**src/rtl/sequential_divider.sv**
```systemverilog
// Restoring shift-subtract divider, one quotient bit per clock.
// Define SEQ_DIVIDER_SIGNED_EN for two's-complement operands.
module sequential_divider #(
  parameter int WIDTH = 8
) (
  input  logic             clk,
  input  logic             rst,
  input  logic             start,
  input  logic [WIDTH-1:0] dividend,
  input  logic [WIDTH-1:0] divisor,
  output logic [WIDTH-1:0] quotient,
  output logic [WIDTH-1:0] remainder,
  output logic             busy,
  output logic             done,
  output logic             div_by_zero
);

  localparam int CW = (WIDTH > 2) ? $clog2(WIDTH) : 1;
  localparam logic [CW-1:0] LAST = CW'(WIDTH - 1);

  typedef enum logic [1:0] {
    IDLE,
    COMPUTE,
    DONE
  } state_t;

  state_t state, state_nxt;

  logic [WIDTH-1:0] q_r;
  logic [WIDTH-1:0] r_r;
  logic [WIDTH-1:0] d_r;
  logic [CW-1:0]    cnt;

  logic [WIDTH:0]   t;
  logic             ge;
  logic [WIDTH-1:0] q_nxt;
  logic [WIDTH-1:0] r_nxt;
  logic [WIDTH-1:0] q_res;
  logic [WIDTH-1:0] r_res;
  logic [WIDTH-1:0] a_mag;
  logic [WIDTH-1:0] b_mag;

  logic load;
  logic dz_load;
  logic fin;

`ifdef SEQ_DIVIDER_SIGNED_EN
  logic sq;
  logic sr;

  assign a_mag = dividend[WIDTH-1] ? -dividend : dividend;
  assign b_mag = divisor[WIDTH-1] ? -divisor : divisor;
  assign q_res = sq ? -q_nxt : q_nxt;
  assign r_res = sr ? -r_nxt : r_nxt;

  always_ff @(posedge clk or posedge rst) begin
    if (rst) begin
      sq <= 1'b0;
      sr <= 1'b0;
    end else if (load) begin
      sq <= dividend[WIDTH-1] ^ divisor[WIDTH-1];
      sr <= dividend[WIDTH-1];
    end
  end
`else
  assign a_mag = dividend;
  assign b_mag = divisor;
  assign q_res = q_nxt;
  assign r_res = r_nxt;
`endif

  // R < D always holds, so T - D fits back into WIDTH bits
  assign t     = {r_r, q_r[WIDTH-1]};
  assign ge    = t >= {1'b0, d_r};
  assign r_nxt = ge ? WIDTH'(t - {1'b0, d_r})
                    : t[WIDTH-1:0];
  assign q_nxt = {q_r[WIDTH-2:0], ge};

  assign busy = (state == COMPUTE);
  assign done = (state == DONE);

  always_ff @(posedge clk or posedge rst) begin
    if (rst) state <= IDLE;
    else     state <= state_nxt;
  end

  always_comb begin
    state_nxt = state;
    load      = 1'b0;
    dz_load   = 1'b0;
    fin       = 1'b0;
    unique case (state)
      IDLE: begin
        if (start) begin
          if (divisor == '0) begin
            dz_load   = 1'b1;
            state_nxt = DONE;
          end else begin
            load      = 1'b1;
            state_nxt = COMPUTE;
          end
        end
      end
      COMPUTE: begin
        if (cnt == LAST) begin
          fin       = 1'b1;
          state_nxt = DONE;
        end
      end
      DONE: begin
        if (!start) state_nxt = IDLE;
      end
      default: state_nxt = IDLE;
    endcase
  end

  always_ff @(posedge clk or posedge rst) begin
    if (rst) begin
      q_r <= '0;
      r_r <= '0;
      d_r <= '0;
      cnt <= '0;
    end else if (load) begin
      q_r <= a_mag;
      r_r <= '0;
      d_r <= b_mag;
      cnt <= '0;
    end else if (state == COMPUTE) begin
      q_r <= q_nxt;
      r_r <= r_nxt;
      cnt <= cnt + CW'(1);
    end
  end

  // result registers only move on entry to DONE
  always_ff @(posedge clk or posedge rst) begin
    if (rst) begin
      quotient    <= '0;
      remainder   <= '0;
      div_by_zero <= 1'b0;
    end else if (dz_load) begin
      quotient    <= '1;
      remainder   <= dividend;
      div_by_zero <= 1'b1;
    end else if (fin) begin
      quotient    <= q_res;
      remainder   <= r_res;
      div_by_zero <= 1'b0;
    end
  end

endmodule

```
**config.mk**
```make
export PLATFORM = sky130hd
export DESIGN_NAME = sequential_divider
export DESIGN_NICKNAME = d
export VERILOG_FILES = /design/src/rtl/sequential_divider.sv
export SDC_FILE = /design/constraint.sdc
export NUM_CORES = 1
export LEC_CHECK = 0
export ABC_AREA = 1
export BUFFER_PORTS_ARGS = -buffer_cell sky130_fd_sc_hd__buf_2
export CAP_MARGIN = 5
export CORE_UTILIZATION = 40
export CTS_CLUSTER_DIAMETER = 150
export CTS_CLUSTER_SIZE = 30
export DETAILED_ROUTE_END_ITERATION = 10
export PLACE_DENSITY_LB_ADDON = 0.25
export REMOVE_ABC_BUFFERS = 1
export SYNTH_ARGS = -nofsm -noshare
export SYNTH_HDL_FRONTEND = slang
export SYNTH_SLANG_ARGS = --single-unit
export TNS_END_PERCENT = 50
```
**constraint.sdc**
```tcl
create_clock -name clk -period 4.35 [get_ports clk]
set_input_delay 0.87 -clock clk [delete_from_list [all_inputs] [get_ports clk]]
set_output_delay 0.87 -clock clk [all_outputs]
set_load 0.03 [all_outputs]
```
# Word level (Yosys, flattened, before mapping)
# Index checks and enable logic that the tools add are counted.
dict set report word_totals {
  latchBits 0
  romBits 0
  regBits 46
  mem_count 0
  word_cells 48
  ram_bits 0
  input_bits 19
}
dict set report classes {
  n_mul 0
  n_mux 26
  magnitude_cmp 1
  n_div 0
  bitwise 0
  reduce_logical 5
  n_shift 0
  n_eq_ne 6
  addsub 2
}
# cell n
set op_table {}
lappend op_table {{2-to-1 mux 8 bit} 9}
lappend op_table {{2-to-1 mux 1 bit} 10}
lappend op_table {{>= comparator 9 x 8 -> 1 bit} 1}
lappend op_table {{zero test 8 bit} 1}
lappend op_table {{2-to-1 mux 2 bit} 4}
lappend op_table {{subtractor 8 bit} 1}
lappend op_table {{2-to-1 mux 3 bit} 2}
lappend op_table {{case mux 2 bit (3 select lines)} 1}
lappend op_table {{!= test 2 bit, second input constant} 2}
lappend op_table {{nonzero test 2 bit} 2}
lappend op_table {{adder 3 x 1 -> 3 bit, second input constant} 1}
lappend op_table {{== test 3 bit, second input constant} 1}
lappend op_table {{AND reduction 3 bit} 1}
lappend op_table {{== test 2 x 1 -> 1 bit, second input constant} 1}
lappend op_table {{== test 2 bit, second input constant} 1}
lappend op_table {{zero test 2 bit} 1}
lappend op_table {{!= test 2 x 1 -> 1 bit, second input constant} 1}

# Logic depth before layout (Yosys ltp)
dict set report depth {
  ltp_word 5
  mapped_depth 12
  ltp_nobuf 12
}

# Worst setup path after synthesis
# Ideal clock, no wire load.
dict set report synth_timing {
  path_type {input port to flip-flop}
  from {in divisor[6]}
  to {reg remainder[7]}
  setup_time_ns 0.118
  path_stages 9
  required_time_ns 4.232
  t_arrival_ns 1.606
  path_slack_ns 2.626
  cell_sequence {inv_1 > nand4_1 > nor2_1 > nand3_1 > buf_2 > nand3_1 > nand2_1 > inv_1 > nand2_1}
}
dict set report synth_between {
  elab_chain_cells 5
}
# element line
set synth_lines {}
lappend synth_lines {{start, declared} 10} ;# input logic [WIDTH-1:0] divisor,
lappend synth_lines {{zero test 8 bit *} 95} ;# if (divisor == '0) begin
lappend synth_lines {{2-to-1 mux 1 bit *} 95}
lappend synth_lines {{2-to-1 mux 1 bit *} 94} ;# if (start) begin
lappend synth_lines {{2-to-1 mux 1 bit *} 92} ;# unique case (state)
lappend synth_lines {{2-to-1 mux 8 bit or nonzero test 2 bit (tied branches)} -}
lappend synth_lines {{end signal, assigned} 143} ;# remainder <= dividend;
lappend synth_lines {{end signal, assigned} 147} ;# remainder <= r_res;
lappend synth_lines {{end, declared} 12} ;# output logic [WIDTH-1:0] remainder,
# Every way passes the cells marked *; elsewhere a longest branch is shown, timed or not.
# A chain may end at the register's enable or synchronous reset.

# Final worst setup path
dict set report layout_timing {
  from {reg state[1]}
  to {out busy}
}
dict set report layout_between {
  elab_chain_cells 1
}
# element line
set layout_lines {}
lappend layout_lines {{start, declared} 27} ;# state_t state, state_nxt;
lappend layout_lines {{start signal, assigned} 84} ;# else state <= state_nxt;
lappend layout_lines {{== test 2 x 1 -> 1 bit} 79} ;# assign busy = (state == COMPUTE);
lappend layout_lines {{end, declared} 13} ;# output logic busy,
# No other way between the ends.

==> summary.md <==
| Metric | Value |
|---|---|
| Run status | complete, no violations |
| Critical path type | register to output pin |
| Pwr dens | 922 nW/um^2 |
| Yosys top cell area share | 44.2% |
| Headroom to the max-slew limit | 36.3% |
| Worst r2r dst | remainder[1] |
| Placed cell area | 2850 sq um |
| Reg clk slew, reported paths | 0.09 ns |
| Mean Syn Cell Area | 7.73 sq um |
| Tmin final | 2.42 ns |
| Count leader, synth | nand2_1 |
| CP peak stage delay | 0.53 ns |
| Largest net degree at the start of global routing | 47 |
| Hold EP | div_by_zero |
| Number of synthesized flops with an enable pin | 0 |
| # resized after CTS | 0 |
| DR iter-0 viols | 122 |
| Overflow after GRT | 0 |
| Unique masters post-synth | 27 |
| Max Fanout on Critical Path | 15 |
| N_diodes | 0 |
| Final cell count without fillers | 450 |
| Skew-Pair Late Insertion Delay | 0.30 ns |
| Worst EP required | 3.48 ns |
| R2r worst-path depth | 5 |
| Critical Path, Cell by Cell | nor2_2, buf_2 |
| Clk_skew | 0.00911 ns |
| DR WL/cell | 12.8 microns |
| Die height | 82.7 microns |
| Final GP Congestion | 0.845 |
| Number of global-route vias before repair | 2086 |
| Synth top area cells | dfrtp_1 (44%), nand2_1 (12%), nand3_1 (9.4%) |
| Crit path capture type | output pin |
| Number of port buffers | 37 |
| Maximum vdd drop | 0.382 mV |
| GRT Total Usage | 19.0% |
| Final wirelength | 5.77 mm |
| # DRC | 0 |
| Commonest cells post-synth | nand2_1 (83), inv_1 (58), nand3_1 (49) |
| Post-Syn Instances | 337 |
| Via Count | 2256 |
| Switching power share of the total | 50.6% |
| Layout cell share with drive strength beyond 1 | 17.2% |
| Seq pwr share | 28.4% |
| R2r setup slk | 2.06 ns |
| Starting Density | 41.3% |
| Hold path start | div_by_zero |
| Num ports | 38 |
| CP startpoint kind | register |
| First-pass DRT Iterations | 4 |
| Max-cap violations | 0 |
| Max-slew violation count | 0 |
| Final setup TNS | 0 ns |
| Post-synthesis sequential area ratio | 44.2% |
| Longest Clk Path Bufs | 2 |
| Hold/Removal Path Class | register to register |
| ANT nets after route | 0 |
| # nets final | 402 |
| Initial antenna violation count | 0 |
| Ys flop type | dfrtp_1 |
| Post CTS Setup Buffer Count | 0 |
| R2R Path Start | state[1] |
| Final setup fails | 0 |
| H-Tree Depth | 2 |
| Post-route cell area | 2940 sq um |
| Fmax | 413 MHz |
| Internal | 1.34 mW |
| Final Hold Vio Count | 0 |
| First-pass GRT wire length | 9.74 mm |
| Core area | 6310 sq um |
| Mapped Area | 2600 sq um |
| DPL Wire Length | 4.18 mm |
| Sink Count | 46 |
| Pleak | 1.62 nW |
| Post-synth ARST share | 100% |
| Root buf cell | clkbuf_8 |
| Min-Delay Path Depth | 2 |
| Synth area leader | dfrtp_1 |
| Number of synthesis warnings | 0 |
| WP data arrival | 1.55 ns |
| CTS Hold Bufs | 0 |
| Die ar. | 6840 sq um |
| CTS Buf Count | 5 |
| #FFs+latches synth | 46 |
| Logic pwr share | 61.7% |
| TritonCTS clock tree | done |
| Fin util | 46.5% |
| Worst path slowest cell | nor2_2 |
| Period utilisation layout | 55.6% |
| Worst Max-Slew Pin Slew | 0.954 ns |
| Vias per cell | 5.01 |
| Die W | 82.7 microns |
| Row Count | 29 |
| Psw | 1.37 mW |
| Area grow syn2layout | 12.7% |
| Unrepaired setup endpoints after global routing | false |
| Clock power share | 9.9% |
| DP Cell Count | 442 |
## metal layers
| layer | GRT usage (%) | wire length, microns | vias to the layer above |
|---|---|---|---|
| li1 | - | - | 1147 |
| met1 | 26.0 | 2800 | 1054 |
| met2 | 30.0 | 2620 | 47 |
| met3 | 3.74 | 263 | 8 |
| met4 | 5.86 | 92 | 0 |
| met5 | 0 | 0 | - |
## final cells by class
cell class | count | area [sq um]
Tap cell | 77 | 96.3
Sequential cell | 46 | 1150
Clock inverter | 3 | 18.8
Inverter | 59 | 221
Multi-Input combinational cell | 222 | 1190
Clock buffer | 5 | 68.8
Timing Repair Buffer | 38 | 193
Fill cell | 688 | 3380
## layout by cell type (no fill, tap or decap), types with 7 or more instances in the layout
cell type and count:
o221ai_1 7, ha_1 10, a21oi_1 10, dfrtp_1 46, nor2_1 22, nand3_1 49, buf_2 37, nand2_1 83
nand2_2 7, o21ai_0 9, inv_1 57
## through the flow
step	power [mW]	hold WS, ns	setup slack [ns]
after floorplan	2.07	0.450	1.52
after global placement	2.42	0.459	1.82
after detailed placement	2.45	0.464	1.77
after CTS	2.73	0.489	1.93
after global routing	3.00	0.513	1.79
final	2.71	0.485	1.93
## worst max path at each step
stage	startpoint	end	slack, ns	depth (start not counted)
finish	state[1]	busy	1.93	2
global route	state[1]	remainder[1]	1.79	5
CTS	state[1]	busy	1.93	2
detailed placement	divisor[5]	q_r[0]	1.77	7
global placement	divisor[6]	q_r[0]	1.82	7
floorplan	divisor[6]	q_r[0]	1.52	5
## power by group through the flow
stage	logic, mW	registers, mW	clock network [mW]
global route	1.90	0.798	0.293
floorplan	1.17	0.894	0
global placement	1.65	0.777	0
CTS	1.68	0.770	0.277
detailed placement	1.67	0.780	0
finish	1.67	0.769	0.267
## worst max-delay path: cells and delay by family (launching register included)
kind          cells  cell delay (ns)
simple gates      1             0.53
buf+inv           1             0.31
flops             1             0.41
## cells by family after synthesis
family	count (synthesis)	synth area share, %
flip-flops	46	44.2
XOR/XNOR	3	1.01
AO/OA/AOI/OAI	29	6.68
buffers and inverters	69	10.4
AND/OR/NAND/NOR	179	32.1
adder cells (fa/ha/maj)	11	5.57
## flip-flops by register name, indices dropped and copies added, names as in the netlist
register     flops
d_r              8
div_by_zero      1
quotient         8
cnt              3
state            2
remainder        8
q_r              8
r_r              8
No activity file was read; power rests on OpenSTA's default activity.
